--- src/rtl/vt_pkg.sv ---
// Shared constants, control codes and state encoding for the VT52 writer.
// Optional build macro: VT_AUTOWRAP_EN (wrap printable bytes at column 79).
package vt_pkg;

  localparam int COLS = 80;
  localparam int ROWS = 24;

  localparam logic [7:0] BLANK    = 8'h20;
  localparam logic [6:0] LAST_COL = 7'(COLS - 1);
  localparam logic [4:0] LAST_ROW = 5'(ROWS - 1);

  localparam logic [6:0] C_BS  = 7'h08;
  localparam logic [6:0] C_HT  = 7'h09;
  localparam logic [6:0] C_LF  = 7'h0A;
  localparam logic [6:0] C_CR  = 7'h0D;
  localparam logic [6:0] C_ESC = 7'h1B;

  localparam logic [6:0] K_A = 7'h41;
  localparam logic [6:0] K_B = 7'h42;
  localparam logic [6:0] K_C = 7'h43;
  localparam logic [6:0] K_D = 7'h44;
  localparam logic [6:0] K_H = 7'h48;
  localparam logic [6:0] K_J = 7'h4A;
  localparam logic [6:0] K_K = 7'h4B;
  localparam logic [6:0] K_Y = 7'h59;

  typedef enum logic [2:0] {
    S_CLEAR,
    S_IDLE,
    S_ESC,
    S_ESCY_ROW,
    S_ESCY_COL
  } state_t;

  function automatic logic [4:0] row_inc(input logic [4:0] y);
    return (y == LAST_ROW) ? 5'd0 : y + 5'd1;
  endfunction

  function automatic logic [4:0] row_dec(input logic [4:0] y);
    return (y == 5'd0) ? LAST_ROW : y - 5'd1;
  endfunction

  function automatic logic [4:0] row_add(input logic [4:0] a,
                                         input logic [4:0] b);
    logic [5:0] s;
    s = {1'b0, a} + {1'b0, b};
    return (s >= 6'd24) ? 5'(s - 6'd24) : s[4:0];
  endfunction

endpackage

--- src/rtl/vt_addr_encode.sv ---
// VT52 screen memory address map from physical (row, column).
// Shared with the video read path so both sides agree on the layout.
module vt_addr_encode (
  input  logic [6:0]  x,
  input  logic [4:0]  y,
  output logic [10:0] addr
);

  logic outside;

  // Columns 64..79 (and rows 24+) fold into the 0x300 holes of each bank
  assign outside = (y[4] & y[3]) | x[6];

  assign addr = outside ? {y[0], 2'b11, y[2:1], y[4:3], x[3:0]}
                        : {y[0], y[4:1], x[5:0]};

endmodule

--- src/rtl/vt_char_writer.sv ---
// VT52 character writer: byte stream in, screen memory writes out.
// Build macro VT_AUTOWRAP_EN wraps to the next line after column 79.
module vt_char_writer
  import vt_pkg::*;
(
  input  logic        clock,
  input  logic        reset,
  input  logic        char_valid,
  input  logic [7:0]  char_data,
  output logic        char_ready,
  output logic [10:0] mem_addr,
  output logic [7:0]  mem_wdata,
  output logic        mem_we,
  output logic [6:0]  curX,
  output logic [4:0]  curY,
  output logic [4:0]  topline
);

  state_t      state, state_n;
  logic [6:0]  clr_x, clr_x_n;
  logic [4:0]  clr_y, clr_y_n;
  logic [4:0]  end_y, end_y_n;
  logic [6:0]  row_r, row_n;
  logic [6:0]  x_n;
  logic [4:0]  y_n, top_n;

  logic        we_n;
  logic [6:0]  wr_x;
  logic [4:0]  wr_y;
  logic [7:0]  wr_data;
  logic [10:0] enc_addr;
  logic        do_lf;

  logic [6:0]  b;
  logic        xfer;
  logic [4:0]  bottom;
  logic [7:0]  tab_sum;
  logic [6:0]  tab_x;
  logic [6:0]  col_c;
  logic        unused_b7;

  assign unused_b7  = char_data[7];
  assign b          = char_data[6:0];
  assign char_ready = (state != S_CLEAR);
  assign xfer       = char_valid & char_ready;
  assign bottom     = row_add(topline, LAST_ROW);
  assign tab_sum    = {1'b0, curX | 7'd7} + 8'd1;
  assign tab_x      = (tab_sum > 8'd79) ? LAST_COL : tab_sum[6:0];
  assign col_c      = b - 7'h20;

  vt_addr_encode u_enc (
    .x    (wr_x),
    .y    (wr_y),
    .addr (enc_addr)
  );

  // Next-state, cursor, clear-pointer and write-port decode
  always_comb begin
    state_n = state;
    x_n     = curX;
    y_n     = curY;
    top_n   = topline;
    clr_x_n = clr_x;
    clr_y_n = clr_y;
    end_y_n = end_y;
    row_n   = row_r;
    we_n    = 1'b0;
    wr_x    = curX;
    wr_y    = curY;
    wr_data = BLANK;
    do_lf   = 1'b0;
    unique case (state)
      S_CLEAR: begin
        we_n = 1'b1;
        wr_x = clr_x;
        wr_y = clr_y;
        if (clr_x == LAST_COL) begin
          clr_x_n = 7'd0;
          if (clr_y == end_y) state_n = S_IDLE;
          else clr_y_n = row_inc(clr_y);
        end else begin
          clr_x_n = clr_x + 7'd1;
        end
      end
      S_IDLE: begin
        if (xfer) begin
          if (b >= 7'h20 && b != 7'h7F) begin
            we_n    = 1'b1;
            wr_data = {1'b0, b};
            if (curX != LAST_COL) x_n = curX + 7'd1;
`ifdef VT_AUTOWRAP_EN
            else begin
              x_n   = 7'd0;
              do_lf = 1'b1;
            end
`endif
          end else begin
            case (b)
              C_CR:  x_n = 7'd0;
              C_LF:  do_lf = 1'b1;
              C_BS:  if (curX != 7'd0) x_n = curX - 7'd1;
              C_HT:  x_n = tab_x;
              C_ESC: state_n = S_ESC;
              default: ;
            endcase
          end
        end
      end
      S_ESC: begin
        if (xfer) begin
          state_n = S_IDLE;
          case (b)
            K_A: if (curY != topline) y_n = row_dec(curY);
            K_B: if (curY != bottom) y_n = row_inc(curY);
            K_C: if (curX != LAST_COL) x_n = curX + 7'd1;
            K_D: if (curX != 7'd0) x_n = curX - 7'd1;
            K_H: begin
              x_n = 7'd0;
              y_n = topline;
            end
            K_J: begin
              clr_x_n = curX;
              clr_y_n = curY;
              end_y_n = bottom;
              state_n = S_CLEAR;
            end
            K_K: begin
              clr_x_n = curX;
              clr_y_n = curY;
              end_y_n = curY;
              state_n = S_CLEAR;
            end
            K_Y: state_n = S_ESCY_ROW;
            default: ;
          endcase
        end
      end
      S_ESCY_ROW: begin
        if (xfer) begin
          row_n   = b - 7'h20;
          state_n = S_ESCY_COL;
        end
      end
      S_ESCY_COL: begin
        if (xfer) begin
          if (row_r < 7'd24) y_n = row_add(topline, row_r[4:0]);
          if (col_c < 7'd80) x_n = col_c;
          state_n = S_IDLE;
        end
      end
      default: state_n = S_CLEAR;
    endcase
    // Line feed: step down, or rotate topline and blank the reused row
    if (do_lf) begin
      if (curY != bottom) begin
        y_n = row_inc(curY);
      end else begin
        top_n   = row_inc(topline);
        y_n     = topline;
        clr_x_n = 7'd0;
        clr_y_n = topline;
        end_y_n = topline;
        state_n = S_CLEAR;
      end
    end
  end

  // State register; reset restarts the full-screen clear
  always_ff @(posedge clock or negedge reset) begin
    if (!reset) state <= S_CLEAR;
    else        state <= state_n;
  end

  // Cursor, clear pointers and registered memory write port
  always_ff @(posedge clock or negedge reset) begin
    if (!reset) begin
      curX      <= 7'd0;
      curY      <= 5'd0;
      topline   <= 5'd0;
      clr_x     <= 7'd0;
      clr_y     <= 5'd0;
      end_y     <= LAST_ROW;
      row_r     <= 7'd0;
      mem_we    <= 1'b0;
      mem_addr  <= 11'd0;
      mem_wdata <= 8'd0;
    end else begin
      curX    <= x_n;
      curY    <= y_n;
      topline <= top_n;
      clr_x   <= clr_x_n;
      clr_y   <= clr_y_n;
      end_y   <= end_y_n;
      row_r   <= row_n;
      mem_we  <= we_n;
      if (we_n) begin
        mem_addr  <= enc_addr;
        mem_wdata <= wr_data;
      end
    end
  end

endmodule

--- config.mk ---
export PLATFORM = sky130hd
export DESIGN_NAME = vt_char_writer
export DESIGN_NICKNAME = d
export VERILOG_FILES = /design/src/rtl/vt_pkg.sv /design/src/rtl/vt_addr_encode.sv /design/src/rtl/vt_char_writer.sv
export SDC_FILE = /design/constraint.sdc
export NUM_CORES = 1
export LEC_CHECK = 0
export CORE_ASPECT_RATIO = 1.1
export CORE_MARGIN = 10
export CORE_UTILIZATION = 59
export DETAILED_ROUTE_END_ITERATION = 10
export GPL_TIMING_DRIVEN = 0
export HOLD_SLACK_MARGIN = 0.06
export PLACE_DENSITY = 0.82
export SYNTH_ARGS = -nofsm -noshare
export SYNTH_HDL_FRONTEND = slang
export SYNTH_SLANG_ARGS = --single-unit
--- constraint.sdc ---
create_clock -name clock -period 3.3 [get_ports clock]
set_input_delay 0.66 -clock clock [delete_from_list [all_inputs] [get_ports clock]]
set_output_delay 0.66 -clock clock [all_outputs]
set_load 0.02 [all_outputs]
======== After elaboration in Yosys (flattened, before gate mapping) ========
Index checks and enable logic that the tools add are counted.
word-level totals
  output and inout bits ................... 38
  register bits ........................... 64
  memory bits (read-only) ................. 0
  input bits .............................. 11
  memories ................................ 0
  latch bits .............................. 0
  bits in writable memories ............... 0
cells by class
  $mul .................................... 0
  $lt $le $gt $ge ......................... 6
  reductions and logical operators ........ 12
  equal/unequal tests ..................... 38
  muxes and demuxes ....................... 69
  bitwise logic cells ..................... 4
  shift operators ......................... 0
  divide/modulo/power cells ............... 0
  $add $sub $neg .......................... 13
operators by type and width
  operator             number
  $mux 5               24
  $mux 7               17
  $eq 7x7->1 const B   9
  $pmux 7 s3           3
  $mux 3               10
  $pmux 5 s2           3
  $eq 7x4->1 const B   4
  $add 5x1->5 const B  3
  $eq 5x5->1 const B   3
  $pmux 3 s5           1
  $pmux 5 s3           1
  $add 7x1->7 const B  2
  $ne 7x7->1 const B   2
  $pmux 7 s2           1
  $reduce_and 7->1     2
  $ge 6x5->1 const B   2
  $mux 10              1
  $ne 5x5->1           2
  $sub 5x5->5 const B  2
  $ne 3x3->1 const B   3
  $reduce_bool 3->1    3
  $add 7x1->8 const B  1
  $gt 8x7->1 const B   1
  $ne 2x2->1 const B   4
  29 further kinds     38

======== Logic depth before layout (Yosys ltp) ========
Gate-level depths: netlist of run 1.
  depth in word-level cells ............... 9
  mapped depth ............................ 12
  depth with buffers taken out ............ 10

======== Hierarchy ========
Synthesis of run 1 repeated with hierarchy kept, for this count alone.
second synthesis, totals
  cell total of the unflattened synthesis .. 641
  area total of the unflattened synthesis .. 5,283.8 µm²
modules (own cells, without submodules)
  module          seq. area each (µm²)  area each (µm²)  cells each  instances
  vt_char_writer  1,581.5               5,195.0          629         1
  vt_addr_encode  0.0                   88.8             12          1

======== Worst setup path before layout of run 1 ========
No wires, ideal clock.
  kind .................................... register -> register
  start point ............................. register topline[1]
  end point ............................... register curY[4]
  cell stages (with the launch flop) ...... 11
  buffers on the path ..................... 1
  setup slack ............................. 0.528 ns
  library setup time ...................... 0.165 ns
  arrival ................................. 2.607 ns
  clock period less this slack ............ 2.772 ns
  cell sequence ........................... dfrtp_1 > buf_2 > inv_1 > fa_1 > nand2b_1 > o2bb2ai_1 > and3b_1 > o21ai_0 > or4b_2 > nand3_1 > a22oi_1
between the ends
  longest elaborated chain between the ends .. 7
  elaborated cells on any way between the ends .. 18
  those cells by class .................... 4 x add/sub; 2 x order compare; 4 x eq/ne; 7 x mux; 1 x reduce/logical
ends and longest elaborated chain
  element                                                              RTL line               source
  start, declared                                                      vt_char_writer.sv:16   output logic [4:0] topline
  start signal, assigned                                               vt_char_writer.sv:190  topline <= top_n;
  parallel branches: the longest is 7 deep, another holds $add 5x5->6  n/a
  end signal, assigned                                                 vt_char_writer.sv:189  curY <= y_n;
  end, declared                                                        vt_char_writer.sv:15   output logic [4:0] curY,
Parallel ways; which one is timed is not known. The select of a mux whose other input is x is not followed.
A chain may end at the register's enable or synchronous reset.

======== Worst setup path after layout of run 1 ========
  start point ............................. register topline[1]
  end point ............................... register clr_y[0]
between the ends
  longest elaborated chain between the ends .. 6
  elaborated cells on any way between the ends .. 7
  those cells by class .................... 2 x add/sub; 1 x order compare; 1 x eq/ne; 3 x mux
ends and longest elaborated chain
  element                                           RTL line               source
  $add 5x5->6 *                                     vt_pkg.sv:46           s = {1'b0, a} + {1'b0, b};
  $sub 5x5->5 / $ge 6x5->1 (equally long branches)  vt_pkg.sv:47           return (s >= 6'd24) ? 5'(s - 6'd24) : s[4:0];
  $mux 5 *                                          vt_pkg.sv:47
  $ne 5x5->1 *                                      vt_char_writer.sv:155  if (curY != bottom) begin
  $mux 5 *                                          vt_char_writer.sv:155
  $mux 5 *                                          vt_char_writer.sv:154  if (do_lf) begin
  net clr_y_n[0]                                    vt_char_writer.sv:21   logic [4:0] clr_y, clr_y_n;
  end signal, assigned                              vt_char_writer.sv:192  clr_y <= clr_y_n;
  end, declared                                     vt_char_writer.sv:21
Mark *: on every way through the listed nets, which the timed path passes. The rest lies on a longest branch.

==> impl_metrics.json, run 1 <==
{
  "diodes": 0,
  "slew_viol_final": 0,
  "dp_slack_ps": -399,
  "antenna_found_initial": 0,
  "setup_viol": 0,
  "synthXorXnorAreaFrac_pct": 5.73,
  "rows": 35,
  "hp-class": "input pin to async pin",
  "syn_avg_cell_area_um2": 8.19,
  "post_synth_and_or_nand_nor_area_fraction_pct": 21.1,
  "clock_sinks": 63,
  "grt_max_degree": 37,
  "dp_hpwl_um": 11900,
  "wl_per_cell_um": 20.0,
  "areaGrowthSynthToFinish_pct": 16.8,
  "synth_edf_count": 0,
  "reg2regPathDepth": 12,
  "async_flop_share_pct": 100,
  "cts-root-buf": "clkbuf_8",
  "nFillCells": 685,
  "core_area_um2": 8500,
  "critPathKind": "flop to flop",
  "drive_above_1_share_pct": 12.2,
  "final-hold-violation-count": 0,
  "synth_top_area_cell": "dfrtp_1",
  "boundaryPins": 49,
  "cts_tree": "built",
  "port_buffers": 46,
  "final_core_util_pct": 71.5,
  "r2r_start": "topline[1]",
  "grt_use_total_pct": 24.6,
  "finalCriticalPeriod_ps": 3180,
  "worstSkewPairLatency_ps": 360,
  "routed_wl_um": 16200,
  "syn_inst": 635,
  "dieWidth_um": 110,
  "peakVddDrop_uv": 591,
  "synth-adder-area-share_pct": 4.96,
  "yosys-mux-area-fraction_pct": 4.09,
  "numCtsBuffers": 9,
  "skew_ps": 14.8,
  "start_kind": "flop",
  "status": "finished, final reports clean",
  "min_period_over_period_pct": 96.2,
  "nets": 725,
  "first_global_vias": 5005,
  "synth_top_family_by_area": "compound AO/OA/AOI/OAI gates",
  "path_max_fanout": 10,
  "fin_area_um2": 6080,
  "ff2ff_setup_slack_ps": 120,
  "worstPathRequired_ps": 3520,
  "whs_ps": 420,
  "drt_iter0_drc": 581,
  "max_cap_viol_count": 0,
  "fmax_mhz": 315,
  "synth_area_leaders": "dfrtp_1 28%, ha_1 4.6%, nor2_1 4.4%, o21ai_0 4.0%, nand2_1 3.9%",
  "drc": 0,
  "worst_pin_slew_ps": 1090,
  "crit_arrival_ps": 3400,
  "synthFlopType": "dfrtp_1",
  "maxSlewHeadroom_pct": 26.9,
  "syn_nets": 666,
  "seqCellArea_um2": 1580,
  "ys_seq_area_share_pct": 30.4,
  "finalWorstSetupSlack_ps": 124,
  "synth_compound_area_share_pct": 26.3,
  "clockBufferDepth": 2,
  "synth_top_area_share_pct": 28.4,
  "htree_num_levels": 3,
  "clkSlewWorstSetupHoldPaths_ps": 80,
  "rsz0062_at_grt": "true",
  "grt_pass1_wl_um": 26000,
  "reg2reg_to": "clr_y[0]",
  "ys_seq_elements": 63,
  "tns_ps": 0,
  "place_area_um2": 5810,
  "ant_nets": 0,
  "start_util_pct": 61.2,
  "synth_cell_types": 87,
  "die_h_um": 118,
  "syn_area_um2": 5200,
  "multi_input_area_um2": 3280,
  "leakagePower_nw": 2.48,
  "yosysWarnings": 0,
  "avgViaCountPerCell": 6.62,
  "die_area_um2": 13000,
  "endpoint_kind": "flop",
  "overflow": 0,
  "vias": 5364,
  "dr.pass1.iters": 5,
  "gp_congestion": 0.998,
  "powerDensity_nw_per_um2": 562
}
registers in the layout, indices dropped and copies added, names as in the netlist:
| signal | count |
|---|---|
| clr_y | 5 |
| state | 3 |
| mem_addr | 11 |
| curY | 5 |
| mem_wdata | 7 |
| row_r | 7 |
| end_y | 5 |
| topline | 5 |
| curX | 7 |
| clr_x | 7 |
| mem_we | 1 |
per-stage QoR:
| stage | total power, W | cells |
|---|---|---|
| 6_report | 0.00342 | 810 |
| 3_5_place_dp | 0.00270 | 793 |
| 3_3_place_gp | 0.00266 | 792 |
| 5_1_grt | 0.00362 | 810 |
| 4_1_cts | 0.00339 | 809 |
| 2_1_floorplan | 0.00213 | 635 |
synthesized netlist by cell type (7+ instances only):
cell      instances
nand4_1           8
a22o_1            7
a221oi_1         11
mux2i_1          10
nand2b_1          9
inv_1            23
ha_1             19
nor3_1           20
xor2_1           14
a21oi_1          40
nand2_1          54
o21ai_0          42
dfrtp_1          59
o31ai_1           8
a31oi_1          14
xnor2_1          20
mux2_2           10
and3_1            7
nand3_1          21
clkbuf_1         31
nor2_1           61
buf_2             8
cell usage in the layout, fill, tap and decap left out, drive strengths merged, types with 7 or more instances in the layout:
cell type      netlist  routed
nor2                61      61
dfrtp               59      59
nand2               54      54
clkbuf              35      45
clkdlybuf4s50        0      44
o21ai               44      44
a21oi               41      41
inv                 24      24
buf                 20      22
nand3               21      21
nor3                21      21
xnor2               20      20
ha                  19      19
a31oi               14      14
xor2                14      14
a221oi              12      12
mux2i               10      10
mux2                10      10
nand2b               9       9
nand4                8       8
o31ai                8       8
and3                 7       7
a22o                 7       7
cell type report:
class                   instances  area share, %
clock inverters                 7           1.17
repair buffers                 48           7.99
flip-flops and latches         63           26.0
plain buffers                  55           4.80
inverters                      25           1.67
clock buffers                   9           2.04
well taps                     111           2.29
multi-input cells             492           54.0
cells by family (layout without fill, tap and decap cells):
kind of cell,count (synthesis),after routing
AOI/OAI and AO/OA,197,197
adders and majority gates,20,20
xor gates and xnor gates,34,34
buffers and inverters,80,144
and+or+nand+nor,220,220
muxes,20,20
DFF,63,63
other,1,1
what timing repair did:
item | in CTS | in global routing
setup buffers | 0 | 1
hold buffers | 0 | 0
gates resized for setup | 3 | 15
endpoints found under the hold margin | 0 | 0
setup endpoints to repair | 4 | 29
pin swaps | 0 | 1
worst max path at each step:
stage	start	endpoint	slack, ps	cells after the start
floorplan	topline[1]	curY[4]	530	10
global placement	reset	curX[1]	-440	1
detailed placement	char_data[6]	mem_addr[10]	-400	12
CTS	topline[1]	clr_y[0]	0.07	12
global route	topline[1]	clr_y[0]	-20	12
finish	topline[1]	clr_y[0]	120	12
power by group:
group | switching [W] | internal (W)
Clock | 0.000343 | 0.000348
Sequential | 0.000126 | 0.000925
Combinational | 0.00100 | 0.000669
Total | 0.00147 | 0.00194
metal layers:
| metal | share of wire (%) | track usage (%) | vias to the layer above |
|---|---|---|---|
| li1 | - | - | 2441 |
| met1 | 42 | 32.8 | 2590 |
| met2 | 47 | 37.7 | 306 |
| met3 | 9.9 | 6.36 | 27 |
| met4 | 1.6 | 7.49 | 0 |
| met5 | 0 | 0 | - |
critical path, cell delays in order (launching register included):
cell,delay (ps)
dfrtp_1,430
clkbuf_4,260
clkinvlp_4,200
ha_2,270
a21boi_0,220
a311oi_2,90
or3_1,380
a221oi_2,380
buf_6,220
nand2_1,100
clkbuf_2,240
nor2_1,180
a21oi_1,70
(Power assumes the default switching activity.)
==> run 2, diff against run 1 <==
==> constraint.sdc (replaced) <==
create_clock -name clock -period 3.1 [get_ports clock]
set_input_delay 0.62 -clock clock [delete_from_list [all_inputs] [get_ports clock]]
set_output_delay 0.62 -clock clock [all_outputs]
set_load 0.02 [all_outputs]
==> run 2 against run 1 <==
Net effect: the run now ends with setup timing left; clock skew fell by 1.8 ps; first-iteration DRC count rose by 5.5%; global-route usage rose by 0.14 points; setup slack got worse by 160 ps; design area rose by 1.2%; flip-flop and latch count did not move; critical path depth fell by 2; critical path type is now input pin to flop; core utilization rose by 0.88 points; cell count rose by 0.62%; routed wire length rose by 0.44%; via count rose by 0.56%; register-to-register slack barely moved.
==> impl_metrics.json, run 2 (synthesis results as in run 1) <==
{
  "powerDensity_nw_per_um2": 593,
  "avgViaCountPerCell": 6.62,
  "areaGrowthSynthToFinish_pct": 18.3,
  "ant_nets": 0,
  "grt_pass1_wl_um": 26200,
  "rows": 35,
  "critical_path.max_stage_delay_ps": 500,
  "numCtsBuffers": 9,
  "antenna_found_initial": 0,
  "nFillCells": 670,
  "gp_congestion": 0.998,
  "setup_viol": 1,
  "worstSkewPairLatency_ps": 350,
  "cts_tree": "built",
  "crit_arrival_ps": 3390,
  "core_area_um2": 8500,
  "slowest_stage": "or4b_1",
  "drive_above_1_share_pct": 13.5,
  "final-hold-violation-count": 0,
  "cp-startpoint": "char_data[5]",
  "path_cells": "clkdlybuf4s50_1 -> buf_6 -> or4b_1 -> buf_2 -> nor3_1 -> nand2_1 -> nor2_1 -> a2111oi_0 -> a311o_1 -> o21ai_0",
  "max_cap_viol_count": 0,
  "path_max_fanout": 9,
  "drt_iter0_drc": 613,
  "final_common_cell": "nor2_1",
  "finalWorstSetupSlack_ps": -32.6,
  "dp_slack_ps": -559,
  "skew_ps": 13.0,
  "maxSlewHeadroom_pct": 41.1,
  "worstPathRequired_ps": 3360,
  "r2r_start": "curX[3]",
  "critPathKind": "input pin to flop",
  "tns_ps": -32.6,
  "clock_sinks": 63,
  "start_kind": "input pin",
  "clockBufferDepth": 2,
  "fmax_mhz": 319,
  "finalPower_w": 0.00365,
  "endpoint_kind": "flop",
  "die_area_um2": 13000,
  "grt_use_total_pct": 24.7,
  "layout_common_cells": "61 x nor2_1, 57 x dfrtp_1, 54 x nand2_1",
  "multi_input_area_um2": 3300,
  "wl_per_cell_um": 20.0,
  "rsz0062_at_grt": "true",
  "final_core_util_pct": 72.4,
  "htree_num_levels": 3,
  "peakVddDrop_uv": 631,
  "port_buffers": 46,
  "seqCellArea_um2": 1580,
  "dr.pass1.iters": 6,
  "start_util_pct": 61.2,
  "leakagePower_nw": 2.52,
  "place_area_um2": 5810,
  "finalCriticalPeriod_ps": 3130,
  "worst_pin_slew_ps": 883,
  "largest_reg_flops": 11,
  "routed_wl_um": 16300,
  "first_global_vias": 5038,
  "cp_num_buf_inv": 3,
  "status": "finished with violations",
  "overflow": 0,
  "vias": 5394,
  "grt_max_degree": 37,
  "top_register": "mem_addr",
  "hp-class": "input pin to async pin",
  "dp_hpwl_um": 11900,
  "slew_viol_final": 0,
  "drc": 0,
  "dieWidth_um": 110,
  "fin_area_um2": 6150,
  "min_period_over_period_pct": 101,
  "boundaryPins": 49,
  "diodes": 0,
  "die_h_um": 118,
  "clkSlewWorstSetupHoldPaths_ps": 80,
  "nets": 730,
  "violations": "setup timing",
  "cpLargestDelayFamily": "simple AND/OR/NAND/NOR gates",
  "cts-root-buf": "clkbuf_8"
}
==> run 2: power breakdown <==
| group | leakage [nW] | internal, W | switching (W) |
|---|---|---|---|
| sequential | 0.802 | 0.000985 | 0.000133 |
| clock | 0.0916 | 0.000371 | 0.000367 |
| combinational | 1.63 | 0.000717 | 0.00107 |
| total | 2.52 | 0.00207 | 0.00157 |
==> run 2: per-stage QoR <==
step / cells / hold slack (ps)
floorplan: 635 / 324
global placement: 792 / 460
detailed placement: 793 / 472
CTS: 811 / 398
global route: 815 / 431
finish: 815 / 385
==> run 2: layer usage <==
metal / track usage [%] / vias up / wire length, um
li1: - / 2459 / -
met1: 32.9 / 2594 / 6780
met2: 38.0 / 307 / 7540
met3: 6.36 / 34 / 1610
met4: 7.57 / 0 / 338
met5: 0 / - / 0
==> run 2: cell type report <==
| type | instances | share of cell area (%) |
|---|---|---|
| inverters | 25 | 1.65 |
| well taps | 111 | 2.26 |
| plain buffers | 54 | 4.82 |
| repair buffers | 54 | 8.62 |
| flip-flops and latches | 63 | 25.8 |
| multi-input cells | 492 | 53.7 |
| clock inverters | 7 | 1.16 |
| clock buffers | 9 | 2.01 |
==> run 2: what timing repair did <==
item,CTS,global route
endpoints found under the setup margin,38,34
hold buffers,0,0
setup buffers,2,5
gates resized for setup,10,19
pin swaps,1,1
==> run 2: final timing paths <==
kind                            slack (ps)  cells past startpoint      endpoint
worst max-delay path                   -30                     10       curX[5]
worst min-delay path                   380                      1    topline[3]
worst max register to register         130                     10       curX[2]
worst min register to register         490                      2   mem_addr[8]
max in group asynchronous             2060                      2  mem_wdata[1]
min in group clock                     490                      2   mem_addr[8]
==> run 2: worst reg2reg max path: cells and delay by family, from the launching register on <==
family / cells / cell delay [ps]
compound gates: 5 / 750
fa+ha+maj: 1 / 380
buf+inv: 2 / 670
flops: 1 / 420
simple gates: 2 / 670
